--- config.mk ---
export PLATFORM = sky130hd
export DESIGN_NAME = baud_tick_gen_flat
export DESIGN_NICKNAME = d
export VERILOG_FILES = /design/src/rtl/baud_pkg.sv /design/src/rtl/baud_tick_gen_if.sv /design/src/rtl/baud_prescaler.sv /design/src/rtl/baud_tick_gen.sv /design/src/flat_wrapper.sv
export SDC_FILE = /design/constraint.sdc
export NUM_CORES = 1
export LEC_CHECK = 0
export CAP_MARGIN = 15
export CORE_UTILIZATION = 40
export DETAILED_ROUTE_END_ITERATION = 8
export PLACE_DENSITY = 0.65
export SLEW_MARGIN = 10
export SYNTH_ARGS = -nofsm -noshare
export SYNTH_HDL_FRONTEND = slang
export SYNTH_SLANG_ARGS = --single-unit
--- constraint.sdc ---
create_clock -name clk -period 3.28 [get_ports clk]
set_input_delay 0.328 -clock clk [delete_from_list [all_inputs] [get_ports clk]]
set_output_delay 0.328 -clock clk [all_outputs]
set_load 0.005 [all_outputs]
--- src/rtl/baud_pkg.sv ---
// Shared baud generator definitions: standard rate table, FSM state type and default widths.
package baud_pkg;

    localparam int DIV_W_DEF      = 16;
    localparam int OVERSAMPLE_DEF = 16;
    localparam int RSEL_W_DEF     = 2;
    localparam int FRAC_W_DEF     = 4;

    // Divisors for 1200/2400/4800/9600 baud from a 50 MHz clock at 16x oversample.
    localparam int RATE_N = 4;
    localparam int unsigned RATE_TBL [RATE_N] = '{2604, 1302, 651, 326};

    typedef enum logic [1:0] {
        IDLE,
        LOAD,
        RUN
    } state_t;

    // Indices past the end of the table select the fastest standard rate.
    function automatic int unsigned rate_div(input int unsigned idx);
        int unsigned sel;
        sel = (idx >= RATE_N) ? RATE_N - 1 : idx;
        return RATE_TBL[sel[1:0]];
    endfunction

endpackage

--- src/rtl/baud_tick_gen_if.sv ---
// Control and tick bundle between the UART engines (master) and the baud tick generator (slave).
interface baud_tick_gen_if #(
    parameter int DIV_W  = baud_pkg::DIV_W_DEF,
    parameter int RSEL_W = baud_pkg::RSEL_W_DEF,
    parameter int FRAC_W = baud_pkg::FRAC_W_DEF
);
    logic              en;
    logic [RSEL_W-1:0] rate_sel;
    logic              div_ovr;
    logic [DIV_W-1:0]  div_value;
    logic [FRAC_W-1:0] div_frac;
    logic              rx_tick;
    logic              tx_tick;
    logic              locked;

    modport master (
        output en, rate_sel, div_ovr, div_value, div_frac,
        input  rx_tick, tx_tick, locked
    );

    modport slave (
        input  en, rate_sel, div_ovr, div_value, div_frac,
        output rx_tick, tx_tick, locked
    );
endinterface

--- src/rtl/baud_prescaler.sv ---
// Loadable down-counter with terminal-count flag; BAUD_FRAC_EN adds a fractional accumulator
// that stretches a reload by one cycle whenever the accumulator carries out.
module baud_prescaler #(
    parameter int DIV_W = 16
`ifdef BAUD_FRAC_EN
    , parameter int FRAC_W = 4
`endif
) (
    input  logic             clk,
    input  logic             rst,
    input  logic             load,
    input  logic             run,
    input  logic [DIV_W-1:0] load_val,
    input  logic [DIV_W-1:0] reload_div,
`ifdef BAUD_FRAC_EN
    input  logic [FRAC_W-1:0] frac,
`endif
    output logic             tc
);
    logic [DIV_W-1:0] count;
    logic [DIV_W-1:0] reload_val;

    assign tc = (count == '0);

`ifdef BAUD_FRAC_EN
    logic [FRAC_W-1:0] acc;
    logic [FRAC_W:0]   acc_sum;

    assign acc_sum    = {1'b0, acc} + {1'b0, frac};
    assign reload_val = acc_sum[FRAC_W] ? reload_div : reload_div - DIV_W'(1);

    // The accumulator only advances on a terminal-count reload so the phase error stays bounded.
    always_ff @(posedge clk) begin
        if (rst || load) begin
            acc <= '0;
        end else if (run && tc) begin
            acc <= acc_sum[FRAC_W-1:0];
        end
    end
`else
    assign reload_val = reload_div - DIV_W'(1);
`endif

    always_ff @(posedge clk) begin
        if (rst) begin
            count <= '0;
        end else if (load) begin
            count <= load_val;
        end else if (run) begin
            count <= tc ? reload_val : count - DIV_W'(1);
        end
    end

endmodule

--- src/rtl/baud_tick_gen.sv ---
// Baud clock-enable generator: rx_tick every divisor clocks, tx_tick every OVERSAMPLE rx_ticks.
// Optional fractional divisor support is enabled by defining BAUD_FRAC_EN.
module baud_tick_gen
    import baud_pkg::*;
#(
    parameter int DIV_W      = DIV_W_DEF,
    parameter int OVERSAMPLE = OVERSAMPLE_DEF,
    parameter int RSEL_W     = RSEL_W_DEF,
    parameter int FRAC_W     = FRAC_W_DEF
) (
    input  logic clk,
    input  logic rst,
    baud_tick_gen_if.slave bus
);
    localparam int OS_W = (OVERSAMPLE > 2) ? $clog2(OVERSAMPLE) : 1;
    localparam logic [OS_W-1:0] OS_MAX = OS_W'(OVERSAMPLE - 1);

    state_t            state;
    state_t            state_next;
    logic [RSEL_W-1:0] rate_idx;
    logic [DIV_W-1:0]  div_sel;
    logic [DIV_W-1:0]  div_eff;
    logic [DIV_W-1:0]  div_q;
    logic              div_change;
    logic              tc;
    logic              rx_hit;
    logic [OS_W-1:0]   os_cnt;

    assign rate_idx = bus.rate_sel;

    // A zero divisor would stall the prescaler, so it is promoted to one.
    always_comb begin
        div_sel = bus.div_ovr ? bus.div_value : DIV_W'(rate_div(32'(rate_idx)));
        div_eff = (div_sel == '0) ? DIV_W'(1) : div_sel;
    end

    always_ff @(posedge clk) begin
        if (rst) begin
            div_q <= '0;
        end else begin
            div_q <= div_eff;
        end
    end

`ifdef BAUD_FRAC_EN
    logic [FRAC_W-1:0] frac_eff;
    logic [FRAC_W-1:0] frac_q;

    // Table rates are always integral; only the override carries a fraction.
    assign frac_eff = bus.div_ovr ? bus.div_frac : '0;

    always_ff @(posedge clk) begin
        if (rst) begin
            frac_q <= '0;
        end else begin
            frac_q <= frac_eff;
        end
    end

    assign div_change = (div_eff != div_q) || (frac_eff != frac_q);
`else
    logic [FRAC_W-1:0] unused_frac;

    assign unused_frac = bus.div_frac;
    assign div_change  = (div_eff != div_q);
`endif

    always_ff @(posedge clk) begin
        if (rst) begin
            state <= IDLE;
        end else begin
            state <= state_next;
        end
    end

    // Dropping en outranks a divisor change so a disable is never delayed by a reload.
    always_comb begin
        state_next = state;
        unique case (state)
            IDLE: begin
                if (bus.en) begin
                    state_next = LOAD;
                end
            end
            LOAD: begin
                state_next = bus.en ? RUN : IDLE;
            end
            RUN: begin
                if (!bus.en) begin
                    state_next = IDLE;
                end else if (div_change) begin
                    state_next = LOAD;
                end
            end
            default: begin
                state_next = IDLE;
            end
        endcase
    end

    baud_prescaler #(
        .DIV_W      (DIV_W)
`ifdef BAUD_FRAC_EN
        , .FRAC_W   (FRAC_W)
`endif
    ) u_prescaler (
        .clk        (clk),
        .rst        (rst),
        .load       (state == LOAD),
        .run        (state == RUN),
        .load_val   (div_eff - DIV_W'(1)),
        .reload_div (div_q),
`ifdef BAUD_FRAC_EN
        .frac       (frac_q),
`endif
        .tc         (tc)
    );

    assign rx_hit = (state == RUN) && tc;

    always_ff @(posedge clk) begin
        if (rst) begin
            os_cnt <= '0;
        end else if (state == LOAD) begin
            os_cnt <= OS_MAX;
        end else if (rx_hit) begin
            os_cnt <= (os_cnt == '0) ? OS_MAX : os_cnt - OS_W'(1);
        end
    end

    assign bus.rx_tick = rx_hit;
    assign bus.tx_tick = rx_hit && (os_cnt == '0);
    assign bus.locked  = (state == RUN);

endmodule

--- src/flat_wrapper.sv ---
// flat-port wrapper written by rule: the top's interface ports become plain ports
module baud_tick_gen_flat import baud_pkg::*;
#(
    parameter int DIV_W      = DIV_W_DEF,
    parameter int OVERSAMPLE = OVERSAMPLE_DEF,
    parameter int RSEL_W     = RSEL_W_DEF,
    parameter int FRAC_W     = FRAC_W_DEF
)
  (clk, rst, bus_en, bus_rate_sel, bus_div_ovr, bus_div_value, bus_div_frac, bus_rx_tick, bus_tx_tick, bus_locked);
  baud_tick_gen_if #(.DIV_W(DIV_W), .RSEL_W(RSEL_W), .FRAC_W(FRAC_W)) bus_i ();
  input  logic clk;
  input  logic rst;
  input wire logic [$bits(bus_i.en)-1:0] bus_en;
  input wire logic [$bits(bus_i.rate_sel)-1:0] bus_rate_sel;
  input wire logic [$bits(bus_i.div_ovr)-1:0] bus_div_ovr;
  input wire logic [$bits(bus_i.div_value)-1:0] bus_div_value;
  input wire logic [$bits(bus_i.div_frac)-1:0] bus_div_frac;
  output wire logic [$bits(bus_i.rx_tick)-1:0] bus_rx_tick;
  output wire logic [$bits(bus_i.tx_tick)-1:0] bus_tx_tick;
  output wire logic [$bits(bus_i.locked)-1:0] bus_locked;
  assign bus_i.en = bus_en;
  assign bus_i.rate_sel = bus_rate_sel;
  assign bus_i.div_ovr = bus_div_ovr;
  assign bus_i.div_value = bus_div_value;
  assign bus_i.div_frac = bus_div_frac;
  assign bus_rx_tick = bus_i.rx_tick;
  assign bus_tx_tick = bus_i.tx_tick;
  assign bus_locked = bus_i.locked;
  baud_tick_gen #(.DIV_W(DIV_W), .OVERSAMPLE(OVERSAMPLE), .RSEL_W(RSEL_W), .FRAC_W(FRAC_W)) u_core (.clk(clk), .rst(rst), .bus(bus_i));
endmodule
# Word level (Yosys, flattened, before mapping)
# Cells that the tools add are included.
[totals]
inputBits = 26
elab_cells = 40
regBits = 38
output_inout_bits = 3
[classes]
mux = 16
reduce_logical = 9
bitwise = 1
n_eq_ne = 5
magnitude_cmp = 1
n_addsub = 4
[ops]
columns = ["cell", "count"]
rows = [
  ["two-way mux 16 bit", 7],
  ["binary-select mux 32 bit (select 2 bit)", 1],
  ["subtractor 16 x 1 -> 16 bit, second input constant", 3],
  ["logical NOT 16 bit", 2],
  ["!= test 16 bit", 1],
  ["two-way mux 4 bit", 3],
  ["two-way mux 2 bit", 4],
  ["one-hot mux 2 bit (3 select lines)", 1],
  ["logical NOT 4 bit", 1],
  ["nonzero test 2 bit", 2],
  ["subtractor 4 x 1 -> 4 bit, second input constant", 1],
  ["greater-or-equal comparator 3 bit, second input constant", 1],
  ["!= test 3 x 2 -> 1 bit, second input constant", 1],
  ["inverter 2 -> 3 bit", 1],
  ["== test 2 x 1 -> 1 bit, second input constant", 1],
  ["== test 2 bit, second input constant", 1],
  ["logical AND 1 bit", 2],
  ["logical NOT 2 bit", 1],
  ["!= test 2 bit, second input constant", 1],
  ["AND reduction 2 bit", 1],
]

# Depth between registers and ports, before layout
[depth]
ltp_word = 11
mapped_depth = 11
ltp_nobuf = 10

# Cells and area by module
# A second synthesis with hierarchy kept.
[hier_totals]
cells_unflattened = 374
hier_area_um2 = 2884.0
[by_module_without_submodules]
columns = ["module", "area_per_inst_um2", "instances", "seq_area_each_um2", "cells_each"]
rows = [
  ["baud_tick_gen", 1497.7, 1, 440.4, 186],
  ["baud_prescaler", 1386.3, 1, 320.3, 188],
]

# Worst setup path after synthesis
# OpenSTA, ideal clock, no wires.
[synth_path]
path_type = "register to register"
from = "register u_core.state[1]"
to = "register u_core.u_prescaler.count[10]"
synth_period_minus_slack_ps = 2588
n_path_buf = 1
setup_ps = 132
arrival_ps = 2456
path_slack_ps = 692
path_stages_with_launch = 12
required_ps = 3148
path_cell_list = "dfxtp_1 inv_1 ha_1 clkbuf_1 inv_1 a211oi_1 or2_2 ha_1 nand2_1 a211o_1 o311ai_1 a21oi_1"
[synth_between]
elab_chain_len = 2
elab_cells_between_ends = 4
classes_between = "2 x eq/ne; 1 x mux; 1 x reduce/logical"
[synth_lines]
columns = ["item", "line_no", "source"]
rows = [
  ["start: declaration", "baud_tick_gen.sv:18", "state_t state;"],
  ["start signal: assignment", "baud_tick_gen.sv:72", "state <= state_next;"],
  ["== test 2 x 1 -> 1 bit / == test 2 bit (equally long branches)", "baud_tick_gen.sv:109, baud_tick_gen.sv:110", ""],
  ["two-way mux 16 bit / nonzero test 2 bit (equally long branches)", "-", ""],
  ["end signal: assignment", "baud_prescaler.sv:48", "count <= load_val;"],
  ["end signal: assignment", "baud_prescaler.sv:50", "count <= tc ? reload_val : count - DIV_W'(1);"],
  ["end: declaration", "baud_prescaler.sv:20", "logic [DIV_W-1:0] count;"],
]
# Several ways; a longest one is shown, not always the timed one.
# A chain may end at the register's enable or synchronous reset.

# Worst setup path in the final report
[layout_path]
from = "input bus_div_ovr"
to = "register u_core.u_prescaler.count[10]"
[layout_between]
elab_chain_len = 5
[layout_lines]
columns = ["item", "line_no", "source"]
rows = [
  ["start: declaration", "flat_wrapper.sv:15", "input wire logic [$bits(bus_i.div_ovr)-1:0] bus_div_ovr;"],
  ["two-way mux 16 bit (*)", "baud_tick_gen.sv:33", "div_sel = bus.div_ovr ? bus.div_value : DIV_W'(rate_div(32'(rate_idx)));"],
  ["logical NOT 16 bit", "baud_tick_gen.sv:34", "div_eff = (div_sel == '0) ? DIV_W'(1) : div_sel;"],
  ["two-way mux 16 bit (*)", "baud_tick_gen.sv:34", ""],
  ["subtractor 16 x 1 -> 16 bit (*)", "baud_tick_gen.sv:111", ".load_val (div_eff - DIV_W'(1)),"],
  ["two-way mux 16 bit (*)", "baud_prescaler.sv:47", "end else if (load) begin"],
]
# Mark *: on every way between the ends. The rest lies on a longest branch, timed or not.

==> metrics <==
layout cells sized above 1 about 11%; clock buffer count from CTS 5; warning count from the yosys run 0; final-report hold violation count 0; clock root buffer sky130_fd_sc_hd__clkbuf_8; Register-to-Register Path Depth 9; number of cell rows 29; routed wire length 7080 µm; CP Capture Type register; most common cell after layout, fill and taps aside sky130_fd_sc_hd__nor2_1; area overhead of the layout relative to synthesis 16.5%; largest net degree at the start of global routing 30; final setup vio count 0; total power per unit cell area 491 mW/mm²; unrepaired setup endpoints after global routing no; cells resized by post-CTS repair 0; Chip Height 82.8 µm; Crit Reg-Reg Startpoint u_core.u_prescaler.count[9]$_SDFFE_PP0P_; DRC violations left 0; count of routing violations after the opening detailed-route iteration 137; clock transition at the registers of the reported paths ~0.08 ns; worst hold margin just under 0.5 ns; largest fanout of any net on the critical path 11; cell chain of the critical path clkdlybuf4s50_1 -> nor3b_1 -> and3_1 -> a211oi_1 -> or2_2 -> ha_1 -> nand2_1 -> a211o_1 -> o311ai_1 -> a21oi_1; largest cells by area after synthesis sky130_fd_sc_hd__dfxtp_1, sky130_fd_sc_hd__nor2_1, sky130_fd_sc_hd__a21oi_1, sky130_fd_sc_hd__a211oi_1, sky130_fd_sc_hd__xnor2_1; per-instance average area after synthesis roughly 8.0 µm²; classification of the worst setup path in -> reg; routed length per placed instance between 15 and 20 µm; number of port buffers 24; worst vdd ir roughly 260 µV; Setup crit end u_core.u_prescaler.count[10]$_SDFFE_PP0P_; count of fill cells added during filler insertion 650; flop-to-flop setup slack 0.44 ns; sequential share of the synthesized area 29.2%; critical register-to-register path endpoint u_core.u_prescaler.count[14]$_SDFFE_PP0P_; Chip Width 82.8 µm; Distinct cells, synth 64; core area 0.00631 mm²; clock sink count 38; HPWL reported at the end of detailed placement 5500 µm; most frequent cells in the layout sky130_fd_sc_hd__nor2_1, sky130_fd_sc_hd__dfxtp_1, sky130_fd_sc_hd__a21oi_1, sky130_fd_sc_hd__clkdlybuf4s50_1, sky130_fd_sc_hd__nor3_1; number of antenna violations at the first check in global routing 0; Initial Util 41.3%; diodes inserted 0; Gate Count Post-Synth 327; clock tree buffer depth 2; final worst-path cycle share between 80% and 90%; dpl ws 0.101 ns; nets in the synthesized netlist 360; Crit path arrival time 3.07 ns; time the worst path needs with I/O delays and setup between 2 and 3 ns; placed cell count about 420; number of cells in the finished layout apart from fillers between 400 and 500; transition at the pin with the smallest max-transition slack 0.516 ns; total number of vias about 2.5k; number of nets with antenna violations after detailed routing 0; fraction of synthesized cell area taken by the top area cell type between 20 and 30%; vias in the first global route 2339; number of primary I/O pins 29; Leakage Power about 1.1 nW; count of hold-fix buffers inserted at cts 0; critical path's slowest cell sky130_fd_sc_hd__clkdlybuf4s50_1; global-route wire length before repair 11400 µm; share of flip-flops with an asynchronous set or reset after synthesis 0%; area of the die 0.00685 mm²; library cell with the largest summed area after synthesis sky130_fd_sc_hd__dfxtp_1; ys flop type sky130_fd_sc_hd__dfxtp_1; CTS tree yes; Remaining Overflow, GRT 0; final worst-path setup slack 0.376 ns; worst rel slew slack 65.4%; post-synthesis sequential element count 38; number of H-tree levels 2; run status completed; startpoint class of the critical path input pin; total standard cell area after synthesis ~0.0026 mm²; worst hold-check path type reg -> reg; Sum Neg Setup Slack 0 ns; global placer's final weighted congestion roughly 0.83; total number of nets in the final design 386; overall routing resource usage 22.4%; number of enable flip-flop cells after synthesis 0; Pins Over Slew Limit 0; Max Cap Violations 0; required time of the worst setup path approximately 3.5 ns; worst clock skew 0.00650 ns; average vias per placed instance just under 6; achievable clock frequency 344 MHz; setup bufs post-CTS 0; Clock Latency Late Sink 0.29 ns; Slowest Stage Delay on Critical Path 0.62 ns; worst setup path start bus_div_ovr; router iterations before antenna repair 4
[Yosys cell counts, types with 5 or more instances]
library cell and number:
sky130_fd_sc_hd__a31oi_1 6, sky130_fd_sc_hd__xor2_1 11, sky130_fd_sc_hd__clkbuf_1 8, sky130_fd_sc_hd__and2_1 6, sky130_fd_sc_hd__nand3_1 7, sky130_fd_sc_hd__inv_1 14
sky130_fd_sc_hd__o21ai_0 9, sky130_fd_sc_hd__nor4_1 8, sky130_fd_sc_hd__ha_1 7, sky130_fd_sc_hd__xnor2_1 12, sky130_fd_sc_hd__nor2_1 43, sky130_fd_sc_hd__a31o_2 5
sky130_fd_sc_hd__nor3_1 17, sky130_fd_sc_hd__buf_2 5, sky130_fd_sc_hd__nand2_1 15, sky130_fd_sc_hd__a21oi_1 28, sky130_fd_sc_hd__a211oi_1 15, sky130_fd_sc_hd__dfxtp_1 38
[routing by layer]
layer  up-vias  global-route usage (%)  part of all wire [%]
met5         -                       0                     0
met4         0                    8.10                   1.8
met3        13                    3.96                   4.3
met2        69                    38.4                    48
met1      1190                    27.7                    46
li1       1256                       -                     -
[state kept, by name, indices dropped and copies added, names as in the netlist]
| signal | cells |
|---|---|
| u_core.os_cnt | 4 |
| u_core.state | 2 |
| u_core.div_q | 16 |
| u_core.u_prescaler.count | 16 |
[final cells by class]
cell class | instances | area [µm²] | share of cell area, %
tap | 77 | 96.3 | 3.17
inverter | 14 | 52.6 | 1.73
sequential | 38 | 761 | 25.0
multi-input combinational | 257 | 1700 | 55.8
clock inverter | 2 | 12.5 | 0.412
clock buffer | 6 | 82.6 | 2.72
timing repair buffer | 37 | 338 | 11.1
[per-stage QoR]
stage / total power [mW] / cell area, µm² / utilization [%]
CTS: 1.50 / 3040 / 48.1
floorplan: 0.992 / 2610 / -
finish: 1.49 / 3040 / 48.1
global placement: 1.14 / 2940 / 46.6
global route: 1.59 / 3040 / 48.1
detailed placement: 1.15 / 2940 / 46.6
[worst max-delay path, delay by kind of cell]
family                     cells  cell delay [ns]
buffers and inverters          1             0.62
AOI/OAI and AO/OA              4             1.06
and+or+nand+nor                4             0.82
adders and majority gates      1             0.24
[power by group]
part           switching [mW]  total (mW)  internal, mW
combinational           0.337       0.581         0.244
sequential             0.0589       0.569         0.511
clock                   0.172       0.341         0.169
total                   0.568        1.49         0.924
[cell families (layout without fill, tap and decap cells)]
logic type	Yosys count	after routing	share of synthesized area [%]
AND/OR/NAND/NOR	128	128	26.1
AO/OA/AOI/OAI	97	97	26.6
flip-flops	38	38	29.2
buffers and inverters	32	59	5.80
XOR/XNOR	23	23	7.72
adder cells (fa/ha/maj)	7	7	3.36
multiplexers	2	2	1.25
[worst min path at each step]
| stage | from | cells past startpoint | slack, ns | endpoint |
|---|---|---|---|---|
| 3_5_place_dp | u_core.u_prescaler.count[1]$_SDFFE_PP0P_ | 2 | 0.48 | u_core.u_prescaler.count[1]$_SDFFE_PP0P_ |
| 5_1_grt | u_core.u_prescaler.count[4]$_SDFFE_PP0P_ | 2 | 0.54 | u_core.u_prescaler.count[4]$_SDFFE_PP0P_ |
| 6_report | u_core.u_prescaler.count[1]$_SDFFE_PP0P_ | 2 | 0.50 | u_core.u_prescaler.count[1]$_SDFFE_PP0P_ |
| 3_3_place_gp | u_core.u_prescaler.count[1]$_SDFFE_PP0P_ | 2 | 0.48 | u_core.u_prescaler.count[1]$_SDFFE_PP0P_ |
| 4_1_cts | u_core.u_prescaler.count[1]$_SDFFE_PP0P_ | 2 | 0.49 | u_core.u_prescaler.count[1]$_SDFFE_PP0P_ |
| 2_1_floorplan | bus_div_value[12] | 1 | 0.45 | u_core.div_q[12]$_SDFF_PP0_ |
No activity file was read; power rests on OpenSTA's default activity.
